--- config.mk ---
export PLATFORM = sky130hd
export DESIGN_NAME = segment_scan_decoder_flat
export DESIGN_NICKNAME = d
export VERILOG_FILES = /design/src/rtl/seg7_pkg.sv /design/src/rtl/segment_scan_decoder_if.sv /design/src/rtl/seg7_decode.sv /design/src/rtl/segment_scan_decoder.sv /design/src/flat_wrapper.sv
export SDC_FILE = /design/constraint.sdc
export NUM_CORES = 1
export LEC_CHECK = 0
export CAP_MARGIN = 10
export CORE_MARGIN = 5
export CORE_UTILIZATION = 55
export CTS_BUF_LIST = sky130_fd_sc_hd__clkbuf_16
export DETAILED_ROUTE_END_ITERATION = 8
export HOLD_SLACK_MARGIN = 0.15
export PLACE_DENSITY = 0.91
export SYNTH_ARGS = -nofsm -noshare
export SYNTH_HDL_FRONTEND = slang
export SYNTH_SLANG_ARGS = --single-unit
--- constraint.sdc ---
create_clock -name clk_1kHz -period 3.22 [get_ports clk_1kHz]
set_input_delay 0.644 -clock clk_1kHz [delete_from_list [all_inputs] [get_ports clk_1kHz]]
set_output_delay 0.644 -clock clk_1kHz [all_outputs]
set_load 0.01 [all_outputs]
--- src/rtl/seg7_pkg.sv ---
// Shared seven-segment definitions: pattern constants, bus layout and digit count.
// The same constants serve the encoder (segment_display) and the scan decoder.
package seg7_pkg;

    localparam int NUM_DIGITS = 4;

    localparam logic [6:0] SEG_0 = 7'h3F;
    localparam logic [6:0] SEG_1 = 7'h06;
    localparam logic [6:0] SEG_2 = 7'h5B;
    localparam logic [6:0] SEG_3 = 7'h4F;
    localparam logic [6:0] SEG_4 = 7'h66;
    localparam logic [6:0] SEG_5 = 7'h6D;
    localparam logic [6:0] SEG_6 = 7'h7D;
    localparam logic [6:0] SEG_7 = 7'h07;
    localparam logic [6:0] SEG_8 = 7'h7F;
    localparam logic [6:0] SEG_9 = 7'h6F;
    localparam logic [6:0] SEG_A = 7'h77;
    localparam logic [6:0] SEG_B = 7'h7C;
    localparam logic [6:0] SEG_C = 7'h39;
    localparam logic [6:0] SEG_D = 7'h5E;
    localparam logic [6:0] SEG_E = 7'h79;
    localparam logic [6:0] SEG_F = 7'h71;

    typedef struct packed {
        logic       dp;
        logic [6:0] gfedcba;
    } seg_bus_t;

endpackage

--- src/rtl/segment_scan_decoder_if.sv ---
// Scanned display bus plus the recovered-frame outputs of the scan decoder.
interface segment_scan_decoder_if;
    import seg7_pkg::*;

    logic [NUM_DIGITS-1:0]      an;
    seg_bus_t                   seg;
    logic [NUM_DIGITS*4-1:0]    digits;
    logic [NUM_DIGITS-1:0]      dpout;
    logic [NUM_DIGITS-1:0]      en_out;
    logic                       frame_valid;
    logic                       code_err;
    logic                       an_err;

    modport master (
        output an, seg,
        input  digits, dpout, en_out, frame_valid, code_err, an_err
    );

    modport slave (
        input  an, seg,
        output digits, dpout, en_out, frame_valid, code_err, an_err
    );

endinterface

--- src/rtl/seg7_decode.sv ---
// Combinational seven-segment pattern to hex nibble decoder; hit=0 for unknown patterns.
module seg7_decode
    import seg7_pkg::*;
(
    input  logic [6:0] pat,
    output logic [3:0] nib,
    output logic       hit
);

    always_comb begin
        nib = 4'h0;
        hit = 1'b1;
        case (pat)
            SEG_0: nib = 4'h0;
            SEG_1: nib = 4'h1;
            SEG_2: nib = 4'h2;
            SEG_3: nib = 4'h3;
            SEG_4: nib = 4'h4;
            SEG_5: nib = 4'h5;
            SEG_6: nib = 4'h6;
            SEG_7: nib = 4'h7;
            SEG_8: nib = 4'h8;
            SEG_9: nib = 4'h9;
            SEG_A: nib = 4'hA;
            SEG_B: nib = 4'hB;
            SEG_C: nib = 4'hC;
            SEG_D: nib = 4'hD;
            SEG_E: nib = 4'hE;
            SEG_F: nib = 4'hF;
            default: hit = 1'b0;
        endcase
    end

endmodule

--- src/rtl/segment_scan_decoder.sv ---
// Samples a multiplexed 4-digit seven-segment bus and publishes one coherent
// frame per scan cycle, committed on index wrap or after a run of idle slots.
module segment_scan_decoder
    import seg7_pkg::*;
#(
    parameter int IDLE_LIMIT = 8
) (
    input  logic                   clk_1kHz,
    input  logic                   rst,
    segment_scan_decoder_if.slave  bus
);

    localparam int CW = $clog2(IDLE_LIMIT + 1);

    logic [NUM_DIGITS-1:0]      an_q;
    seg_bus_t                   seg_q;

    logic [NUM_DIGITS-1:0][3:0] sh_dig_q, sh_dig_d;
    logic [NUM_DIGITS-1:0]      sh_dp_q, sh_dp_d;
    logic [NUM_DIGITS-1:0]      seen_q, seen_d;
    logic [1:0]                 last_k_q, last_k_d;
    logic [CW-1:0]              idle_cnt_q, idle_cnt_d;

    logic [NUM_DIGITS-1:0][3:0] digits_q, digits_d;
    logic [NUM_DIGITS-1:0]      dpout_q, dpout_d;
    logic [NUM_DIGITS-1:0]      en_out_q, en_out_d;
    logic                       frame_valid_q, frame_valid_d;
    logic                       code_err_q, code_err_d;
    logic                       an_err_q, an_err_d;

    logic [3:0] nib;
    logic       hit;
    logic [1:0] k;
    logic       is_idle, is_valid, commit;

    seg7_decode u_dec (
        .pat (seg_q.gfedcba),
        .nib (nib),
        .hit (hit)
    );

    always_comb begin
        k = 2'd0;
        for (int i = 0; i < NUM_DIGITS; i++)
            if (an_q[i]) k = i[1:0];
        is_idle  = (an_q == '0);
        is_valid = $onehot(an_q);

        sh_dig_d      = sh_dig_q;
        sh_dp_d       = sh_dp_q;
        seen_d        = seen_q;
        last_k_d      = last_k_q;
        idle_cnt_d    = idle_cnt_q;
        digits_d      = digits_q;
        dpout_d       = dpout_q;
        en_out_d      = en_out_q;
        frame_valid_d = 1'b0;
        code_err_d    = 1'b0;
        an_err_d      = 1'b0;
        commit        = 1'b0;

        if (is_valid) begin
            // A repeated index also counts as a wrap: the scan has restarted.
            commit = (seen_q != '0) && (k <= last_k_q);
        end else if (is_idle) begin
            if (idle_cnt_q != CW'(IDLE_LIMIT))
                idle_cnt_d = idle_cnt_q + 1'b1;
            commit = (seen_q != '0) && (idle_cnt_d == CW'(IDLE_LIMIT));
        end else begin
            an_err_d = 1'b1;
        end

        if (commit) begin
            for (int i = 0; i < NUM_DIGITS; i++)
                digits_d[i] = seen_q[i] ? sh_dig_q[i] : 4'h0;
            dpout_d       = sh_dp_q & seen_q;
            en_out_d      = seen_q;
            frame_valid_d = 1'b1;
            seen_d        = '0;
        end

        // Capture lands in the shadow after any commit has emptied it.
        if (is_valid) begin
            last_k_d   = k;
            idle_cnt_d = '0;
            if (hit) begin
                sh_dig_d[k] = nib;
                sh_dp_d[k]  = seg_q.dp;
                seen_d[k]   = 1'b1;
            end else begin
                code_err_d = 1'b1;
            end
        end
    end

    always_ff @(posedge clk_1kHz) begin
        if (rst) begin
            an_q          <= '0;
            seg_q         <= '0;
            sh_dig_q      <= '0;
            sh_dp_q       <= '0;
            seen_q        <= '0;
            last_k_q      <= '0;
            idle_cnt_q    <= '0;
            digits_q      <= '0;
            dpout_q       <= '0;
            en_out_q      <= '0;
            frame_valid_q <= 1'b0;
            code_err_q    <= 1'b0;
            an_err_q      <= 1'b0;
        end else begin
            an_q          <= bus.an;
            seg_q         <= bus.seg;
            sh_dig_q      <= sh_dig_d;
            sh_dp_q       <= sh_dp_d;
            seen_q        <= seen_d;
            last_k_q      <= last_k_d;
            idle_cnt_q    <= idle_cnt_d;
            digits_q      <= digits_d;
            dpout_q       <= dpout_d;
            en_out_q      <= en_out_d;
            frame_valid_q <= frame_valid_d;
            code_err_q    <= code_err_d;
            an_err_q      <= an_err_d;
        end
    end

    assign bus.digits      = digits_q;
    assign bus.dpout       = dpout_q;
    assign bus.en_out      = en_out_q;
    assign bus.frame_valid = frame_valid_q;
    assign bus.code_err    = code_err_q;
    assign bus.an_err      = an_err_q;

endmodule

--- src/flat_wrapper.sv ---
// flat-port wrapper written by rule: the top's interface ports become plain ports
module segment_scan_decoder_flat import seg7_pkg::*;
#(
    parameter int IDLE_LIMIT = 8
)
  (clk_1kHz, rst, bus_an, bus_seg, bus_digits, bus_dpout, bus_en_out, bus_frame_valid, bus_code_err, bus_an_err);
  segment_scan_decoder_if bus_i ();
  input  logic clk_1kHz;
  input  logic rst;
  input wire logic [$bits(bus_i.an)-1:0] bus_an;
  input wire logic [$bits(bus_i.seg)-1:0] bus_seg;
  output wire logic [$bits(bus_i.digits)-1:0] bus_digits;
  output wire logic [$bits(bus_i.dpout)-1:0] bus_dpout;
  output wire logic [$bits(bus_i.en_out)-1:0] bus_en_out;
  output wire logic [$bits(bus_i.frame_valid)-1:0] bus_frame_valid;
  output wire logic [$bits(bus_i.code_err)-1:0] bus_code_err;
  output wire logic [$bits(bus_i.an_err)-1:0] bus_an_err;
  assign bus_i.an = bus_an;
  assign bus_i.seg = bus_seg;
  assign bus_digits = bus_i.digits;
  assign bus_dpout = bus_i.dpout;
  assign bus_en_out = bus_i.en_out;
  assign bus_frame_valid = bus_i.frame_valid;
  assign bus_code_err = bus_i.code_err;
  assign bus_an_err = bus_i.an_err;
  segment_scan_decoder #(.IDLE_LIMIT(IDLE_LIMIT)) u_core (.clk_1kHz(clk_1kHz), .rst(rst), .bus(bus_i));
endmodule
==> flow_summary.rst, run 1 <==
.. list-table::
   :header-rows: 1

   * - Metric
     - Value
   * - # diodes
     - 0
   * - Final-layout fill cell count
     - about 420
   * - Length of the first detailed-routing pass in iterations
     - 5
   * - Number of synthesized register bits
     - between 60 and 70
   * - Clock Tree Buf Depth
     - 2
   * - Die width
     - slightly below 90 um
   * - Synthesis-to-layout area growth
     - 23.79%
   * - Pwr dens
     - 537.1 mW/mm^2
   * - CTS Sinks
     - between 60 and 70
   * - Most area-consuming cells after synthesis
     - sky130_fd_sc_hd__dfxtp_1, sky130_fd_sc_hd__mux2i_1, sky130_fd_sc_hd__nand2_1, sky130_fd_sc_hd__nor2b_1, sky130_fd_sc_hd__ha_1
   * - Remaining routing DRC violations
     - 0
   * - Synthesized instance count
     - ~340
   * - Average size of a mapped cell
     - 9.368 um^2
   * - CTS tree
     - built
   * - Peak ir drop on the vdd network
     - about 0.00045 V
   * - Required arrival time at the worst endpoint
     - approximately 3.4 ns
   * - Post-Syn Area
     - between 0.003 and 0.004 mm^2
   * - Clock Pin Slew Worst Setup and Hold Paths
     - 0.05 ns
   * - Routed Antenna Nets
     - 0
   * - TritonCTS Buffers
     - 9
   * - Transition time at the pin with the least slew margin
     - 0.7835 ns
   * - MaxCap Viol Count
     - 0
   * - Cell at the root of the clock tree
     - sky130_fd_sc_hd__clkbuf_16
   * - Most used flip-flop cell after synthesis
     - sky130_fd_sc_hd__dfxtp_1
   * - Chip height
     - 86.43 um
   * - Total nets after synthesis
     - ~370
   * - Class of the most critical hold timing path
     - reg2reg
   * - Worst rel slew slack
     - between 40% and 50%
   * - Slew Limit Fails
     - 0
   * - Fraction of registers with async set or reset after synthesis
     - 0%
   * - Global-route wire length before repair
     - approximately 12000 um
   * - Hold Violations, Final
     - 0
   * - IO Port Bufs
     - 40
   * - Setup repair bufs after CTS
     - 0
   * - Number of nets in the layout
     - a little over 400
   * - Achievable Freq
     - about 330 MHz
   * - Via count of the first global-routing pass
     - about 2600
   * - Starting DRC count in detailed routing
     - between 200 and 250
   * - Largest net degree at the start of global routing
     - 26
   * - Total leakage power
     - roughly 1.5 nW
   * - Detailed-route wire length
     - ~7300 um
   * - Arrival time at the worst endpoint
     - approximately 3.3 ns
   * - Number of enable flip-flop cells after synthesis
     - 0
   * - Number of antenna violations at the first check in global routing
     - 0
   * - Standard-cell row count
     - 27
   * - Estimated wirelength of the detail-placed design
     - 4822 um
   * - Count of unique library cells instantiated by Yosys
     - 59
   * - Gr ovfl total
     - 0
   * - Largest clock skew in the final design
     - around 0.0047 ns
   * - Die Area
     - between 0.007 and 0.008 mm^2
   * - Total negative slack
     - 0 ns
   * - Post-DR wirelength/cell
     - approximately 16 um
   * - Nature of the critical path endpoint
     - flip-flop
   * - Number of warning messages in the yosys log
     - 0
   * - Setup-violating endpoint count in the final report
     - 0
   * - RSZ-0062 raised after global routing
     - no
   * - Share of the clock period used by the worst path
     - approximately 95%
   * - Time the final worst path needs with I/O delays and setup
     - ~3 ns
   * - Part of the Yosys area used for sequential elements
     - a little over two fifths
   * - Fraction of layout cells with a size suffix above 1
     - between 10 and 15%
   * - Critical Path Source Type
     - flip-flop
   * - Cell type with the largest total area after synthesis
     - sky130_fd_sc_hd__dfxtp_1
   * - Starting Density
     - 57.30%
   * - Total track usage
     - 21.25%
   * - Area inside the core boundary
     - 0.005608 mm^2
   * - DR vias
     - 2660
   * - Most frequent cells in the layout
     - sky130_fd_sc_hd__dfxtp_1, sky130_fd_sc_hd__nand2_1, sky130_fd_sc_hd__clkdlybuf4s50_1
   * - Routability cong.
     - 0.8271
   * - Routed vias/inst
     - about 5.8
   * - Worst setup slack before clock tree synthesis
     - 0.1851 ns
   * - Leading cell type in the layout, fill and taps excluded
     - sky130_fd_sc_hd__dfxtp_1
   * - Area share of the largest cell type after synthesis
     - between 40% and 50%
   * - Start-to-end type of the worst setup path
     - reg2reg
   * - Worst setup margin
     - 0.1557 ns
   * - Max Fanout on Critical Path
     - 6
   * - Skew-Pair Late Insertion Delay
     - between 0.3 and 0.4 ns
   * - Run status
     - finished, final reports clean
   * - Top Ports
     - between 40 and 50
   * - Fin util
     - a little under three quarters
   * - Total number of H-tree levels
     - 3
## state kept, by name, summed over array words and instances (netlist names)
name / flops
u_core.bus.digits: 16
u_core.idle_cnt_q: 4
u_core.last_k_q: 2
u_core.bus.en_out: 4
u_core.bus.code_err: 1
u_core.seg_q: 8
u_core.an_q: 4
u_core.sh_dig_q: 16
u_core.sh_dp_q: 4
u_core.bus.frame_valid: 1
u_core.bus.an_err: 1
u_core.seen_q: 4
u_core.bus.dpout: 4
## final cells by class
type,count,area (um^2),area share (%)
clock buffer,9,225.2,5.662
clock inverter,7,90.09,2.265
inverter,16,60.06,1.510
multi-input combinational,235,1663,41.81
sequential,69,1381,34.73
tap,72,90.09,2.265
timing repair buffer,49,467.9,11.76
## synthesized netlist by cell type, types with 2 or more instances
master	instances
sky130_fd_sc_hd__clkbuf_1	11
sky130_fd_sc_hd__xnor2_1	4
sky130_fd_sc_hd__and2_1	4
sky130_fd_sc_hd__nor3b_1	2
sky130_fd_sc_hd__buf_1	2
sky130_fd_sc_hd__buf_6	2
sky130_fd_sc_hd__ha_1	10
sky130_fd_sc_hd__inv_1	15
sky130_fd_sc_hd__dfxtp_1	69
sky130_fd_sc_hd__mux2i_1	21
sky130_fd_sc_hd__o22ai_1	2
sky130_fd_sc_hd__nand3_1	18
sky130_fd_sc_hd__o2bb2ai_1	2
sky130_fd_sc_hd__o32ai_1	6
sky130_fd_sc_hd__a211oi_1	2
sky130_fd_sc_hd__o21ai_0	13
sky130_fd_sc_hd__mux2_1	8
sky130_fd_sc_hd__nor3_1	4
sky130_fd_sc_hd__a21boi_0	2
sky130_fd_sc_hd__and3_1	2
sky130_fd_sc_hd__nor2b_1	23
sky130_fd_sc_hd__nor4_1	3
sky130_fd_sc_hd__a21oi_1	11
sky130_fd_sc_hd__a21bo_2	2
sky130_fd_sc_hd__nand4b_1	2
sky130_fd_sc_hd__buf_2	7
sky130_fd_sc_hd__nand2_1	44
sky130_fd_sc_hd__o211ai_1	8
sky130_fd_sc_hd__a21o_1	2
sky130_fd_sc_hd__and3b_1	2
sky130_fd_sc_hd__nor2_1	11
sky130_fd_sc_hd__nand3b_1	2
## per-layer routing
layer	global-route usage, %	share of wire (%)
met5	0	0
met4	9.207	2.9
met3	7.129	5.5
met2	34.35	49
met1	25.69	42
## timing repair
| action | in CTS | in global routing |
|---|---|---|
| resized for setup | 0 | 3 |
| endpoints found under the setup margin | 0 | 3 |
| hold buffers | 0 | 0 |
## worst max-delay path, cell delays in order, from the launching register on
cell and delay [ns]:
sky130_fd_sc_hd__dfxtp_1 0.43, sky130_fd_sc_hd__inv_1 0.09, sky130_fd_sc_hd__ha_1 0.29, sky130_fd_sc_hd__ha_1 0.23, sky130_fd_sc_hd__fa_1 0.45, sky130_fd_sc_hd__or3b_1 0.52, sky130_fd_sc_hd__nor4_2 0.41, sky130_fd_sc_hd__o21ai_4 0.19
sky130_fd_sc_hd__mux2_1 0.35
## cell families after synthesis
family	share of synthesized area, %
AND/OR/NAND/NOR	21.89
flip-flops	42.99
AO/OA/AOI/OAI	14.41
buffers and inverters	5.413
multiplexers	9.696
adder cells (fa/ha/maj)	4.517
XOR/XNOR	1.090
## path summary, 6_finish.rpt
path / slack (ns) / cells after the start / startpoint / end
worst max-delay path: 0.16 / 8 / u_core.an_q[3] / u_core.sh_dig_q[8]
worst max register to register: 0.16 / 8 / u_core.an_q[3] / u_core.sh_dig_q[8]
worst min register to register: 0.46 / 2 / u_core.bus.digits[1] / u_core.bus.digits[1]
worst min-delay path: 0.46 / 2 / u_core.bus.digits[1] / u_core.bus.digits[1]
## through the flow
stage	hold WS [ns]	cell area, um^2	std cells	total power [mW]
CTS	0.4616	3973	457	2.143
global placement	0.4460	3657	441	1.098
detailed placement	0.4488	3657	441	1.106
global route	0.4781	3978	457	2.218
finish	0.4566	3978	457	2.136
floorplan	0.4370	3213	343	1.050
## where the power goes
| part | internal [mW] | total (mW) | switching (mW) |
|---|---|---|---|
| Combinational | 0.0837 | 0.194 | 0.110 |
| Clock | 0.673 | 1.04 | 0.366 |
| Sequential | 0.876 | 0.903 | 0.0268 |
| Total | 1.63 | 2.14 | 0.504 |
(Power assumes the default switching activity.)
==> inputs of run 2 (changes only) <==
==> constraint.sdc (replaced) <==
create_clock -name clk_1kHz -period 3.22 [get_ports clk_1kHz]
set_input_delay 0.483 -clock clk_1kHz [delete_from_list [all_inputs] [get_ports clk_1kHz]]
set_output_delay 0.483 -clock clk_1kHz [all_outputs]
set_load 0.01 [all_outputs]
==> run 2 against run 1 <==
Design area down 0.72%. Global-route usage is 1.4 points lower. Combinational power decreased by 3%. Cell count shrank 0.88%. Critical path depth unchanged. Sequential power hardly changed. Sequential share of layout area increased by 0.25 points. Die area stayed put. Via count is 1.6% lower. Critical endpoint is now u_core.sh_dig_q[9]. Highest routed layer unchanged. Clock power about the same. Critical path type unchanged. First-iteration DRC count is 16% lower. Power fell by 0.87%.
==> flow_summary.rst, run 2 (synthesized netlist as in run 1, its figures left out) <==
.. list-table::
   :header-rows: 1

   * - Metric
     - Value
   * - Skew-Pair Late Insertion Delay
     - 0.33 ns (about the same)
   * - Synthesis-to-layout area growth
     - 22.90%
   * - Worst reg2reg endpoint
     - u_core.sh_dig_q[9]
   * - CP Capture Point
     - u_core.sh_dig_q[9]
   * - Setup repair bufs after CTS
     - 0 (unchanged)
   * - Total leakage power
     - 1.446 nW (-0.79%)
   * - Internal power of the cells
     - 1.631 mW (-0.11%)
   * - Post-DR wirelength/cell
     - 15.55 um (-2.3%)
   * - Area inside the core boundary
     - 0.005608 mm^2 (unchanged)
   * - Clock Pin Slew Worst Setup and Hold Paths
     - 0.05 ns (about the same)
   * - Met3 wire length
     - 356 um (-11%)
   * - Final-layout fill cell count
     - 426 (+0.95%)
   * - RSZ-0062 raised after global routing
     - no
   * - Max Fanout on Critical Path
     - 6 (unchanged)
   * - Reg2Reg Launch Point
     - u_core.an_q[3]
   * - Length of the first detailed-routing pass in iterations
     - 4 (-1)
   * - Switching power
     - 486.8 uW (-3.4%)
   * - Die Area
     - 0.007470 mm^2 (unchanged)
   * - Worst setup startpoint
     - u_core.an_q[3]
   * - Hold-fix buffer count after cts
     - 0 (unchanged)
   * - Transition time at the pin with the least slew margin
     - 0.7138 ns (-0.06970 ns)
   * - Total track usage
     - 19.85% (-1.4 points)
   * - Class of the most critical hold timing path
     - reg2reg
   * - Peak ir drop on the vdd network
     - 0.0004370 V (-3.1%)
   * - Total number of H-tree levels
     - 3 (unchanged)
   * - Standard-cell row count
     - 27 (unchanged)
   * - Switch share
     - 22.99% (-0.59 points)
   * - Starting DRC count in detailed routing
     - 170 (-16%)
   * - Slew Limit Fails
     - 0 (unchanged)
   * - Worst hold slack after final layout
     - 0.4551 ns (-0.001487 ns)
   * - MaxCap Viol Count
     - 0 (unchanged)
   * - CTS tree
     - built
   * - Routed Antenna Nets
     - 0 (unchanged)
   * - Clock Tree Buf Depth
     - 2 (unchanged)
   * - Worst rel slew slack
     - 52.35% (+4.7 points)
   * - Routability cong.
     - 0.8214 (-0.69%)
   * - Required arrival time at the worst endpoint
     - 3.43 ns (about the same)
   * - Sequential fraction of design power
     - 42.7% (+0.4 points)
   * - Routed vias/inst
     - 5.777 (-0.75%)
   * - # diodes
     - 0 (unchanged)
   * - Via count of the first global-routing pass
     - 2445 (-7.2%)
   * - IO Port Bufs
     - 40 (unchanged)
   * - Top Ports
     - 41 (unchanged)
   * - Estimated wirelength of the detail-placed design
     - 4725 um (-2.0%)
   * - Remaining routing DRC violations
     - 0 (unchanged)
   * - Fraction of layout cells with a size suffix above 1
     - 9.974% (-0.94 points)
   * - Most frequent cells in the layout
     - sky130_fd_sc_hd__dfxtp_1, sky130_fd_sc_hd__nand2_1, sky130_fd_sc_hd__clkdlybuf4s50_1
   * - Hold Violations, Final
     - 0 (unchanged)
   * - TritonCTS Buffers
     - 9 (unchanged)
   * - Number of antenna violations at the first check in global routing
     - 0 (unchanged)
   * - Total negative slack
     - 0 ns (unchanged)
   * - Nature of the critical path endpoint
     - flip-flop
   * - Highest metal layer used by the detailed router
     - met4
   * - Time the final worst path needs with I/O delays and setup
     - 3.056 ns (-0.007968 ns)
   * - Cell at the root of the clock tree
     - sky130_fd_sc_hd__clkbuf_16
   * - Run status
     - finished, final reports clean
   * - DR vias
     - 2617 (-1.6%)
   * - Number of resized instances in the post-cts repair step
     - 0 (unchanged)
   * - Count of cells along the worst register-to-register path
     - 8 (unchanged)
   * - CTS Sinks
     - 69 (unchanged)
   * - Setup-violating endpoint count in the final report
     - 0 (unchanged)
   * - Proportion of power drawn by combinational gates
     - 8.9% (-0.2 points)
   * - Start-to-end type of the worst setup path
     - reg2reg
   * - Largest net degree at the start of global routing
     - 46 (+77%)
   * - Part of the power in the clock network
     - 48.5% (about the same)
   * - M1 WL
     - 3002 um (-2.8%)
   * - Share of the clock period used by the worst path
     - 94.92% (-0.25 points)
   * - Global-route wire length before repair
     - 11670 um (-6.0%)
   * - Starting Density
     - 57.30% (unchanged)
   * - Detailed route wirelength on metal2
     - 3571 um (+0.22%)
   * - Gr ovfl total
     - 0 (unchanged)
   * - Arrival time at the worst endpoint
     - 3.26 ns (-0.02 ns)
   * - Pwr dens
     - 536.3 mW/mm^2 (-0.15%)
   * - Largest clock skew in the final design
     - 0.005014 ns (+0.0002961 ns)
   * - Number of nets in the layout
     - 401 (-0.99%)
   * - Critical Path Source Type
     - flip-flop
   * - Register-to-register setup slack
     - 0.16 ns (about the same)
   * - Die width
     - 86.43 um (unchanged)
   * - Chip height
     - 86.43 um (unchanged)
   * - Achievable Freq
     - 327.2 MHz (+0.26%)
   * - Detailed-route wire length
     - 7042 um (-3.1%)
   * - Leading cell type in the layout, fill and taps excluded
     - sky130_fd_sc_hd__dfxtp_1
## run 2: area by class of cell
cell class                 count  area (um^2)  area share [%]
multi-input combinational    235         1663           42.11
sequential                    69         1381           34.98
timing repair buffer          45        437.9           11.09
clock buffer                   9        225.2           5.703
clock inverter                 7        91.34           2.313
tap                           72        90.09           2.281
inverter                      16        60.06           1.521
## run 2: through the flow
stage               worst slack, ns  std cells  instance area [um^2]  util (%)  power [mW]
finish                       0.1636        453                  3949     70.42       2.118
floorplan                    0.3754        343                  3213         -       1.050
global route                0.01571        453                  3949     70.42       2.192
CTS                          0.1303        453                  3944     70.33       2.126
detailed placement           0.1863        437                  3627     64.68       1.103
global placement             0.3066        437                  3627     64.68       1.094
## run 2: layer usage
metal  track usage [%]  vias up
met5                 0        -
met4             7.082        0
met3             4.753       13
met2             33.87       64
met1             24.31     1270
li1                  -     1270
## run 2: power groups by stage
stage | clock (mW) | sequential, mW | combinational [mW]
2_1_floorplan | 0 | 0.907 | 0.143
3_3_place_gp | 0 | 0.919 | 0.175
3_5_place_dp | 0 | 0.920 | 0.183
4_1_cts | 1.04 | 0.903 | 0.187
5_1_grt | 1.08 | 0.906 | 0.207
6_report | 1.03 | 0.903 | 0.188
## run 2: worst min-delay path by stage
stage	to	cells after the start	slack (ns)	start
global placement	u_core.bus.dpout[1]	2	0.45	u_core.bus.dpout[1]
detailed placement	u_core.bus.digits[7]	2	0.45	u_core.bus.digits[7]
global route	u_core.bus.digits[10]	2	0.48	u_core.bus.digits[10]
floorplan	u_core.bus.digits[2]	2	0.44	u_core.sh_dig_q[2]
finish	u_core.bus.digits[13]	2	0.46	u_core.bus.digits[13]
CTS	u_core.bus.digits[10]	2	0.46	u_core.bus.digits[10]
## run 2: worst max-delay path, stage by stage, from the launching register on
cell and delay [ns]:
sky130_fd_sc_hd__dfxtp_1 0.41, sky130_fd_sc_hd__inv_1 0.09, sky130_fd_sc_hd__ha_1 0.30, sky130_fd_sc_hd__ha_1 0.24, sky130_fd_sc_hd__fa_1 0.46, sky130_fd_sc_hd__or3b_1 0.50, sky130_fd_sc_hd__nor4_2 0.40, sky130_fd_sc_hd__o21ai_4 0.19
sky130_fd_sc_hd__mux2_1 0.36
==> inputs of run 3 (changes only) <==
--- a/config.mk
+++ b/config.mk
@@ -5,7 +5,6 @@
 export SDC_FILE = /design/constraint.sdc
 export NUM_CORES = 1
 export LEC_CHECK = 0
-export CAP_MARGIN = 10
 export CORE_MARGIN = 5
 export CORE_UTILIZATION = 55
 export CTS_BUF_LIST = sky130_fd_sc_hd__clkbuf_16
==> results of run 3 <==
Same layout as run 2: the final DEF is identical, and so are final timing and power.
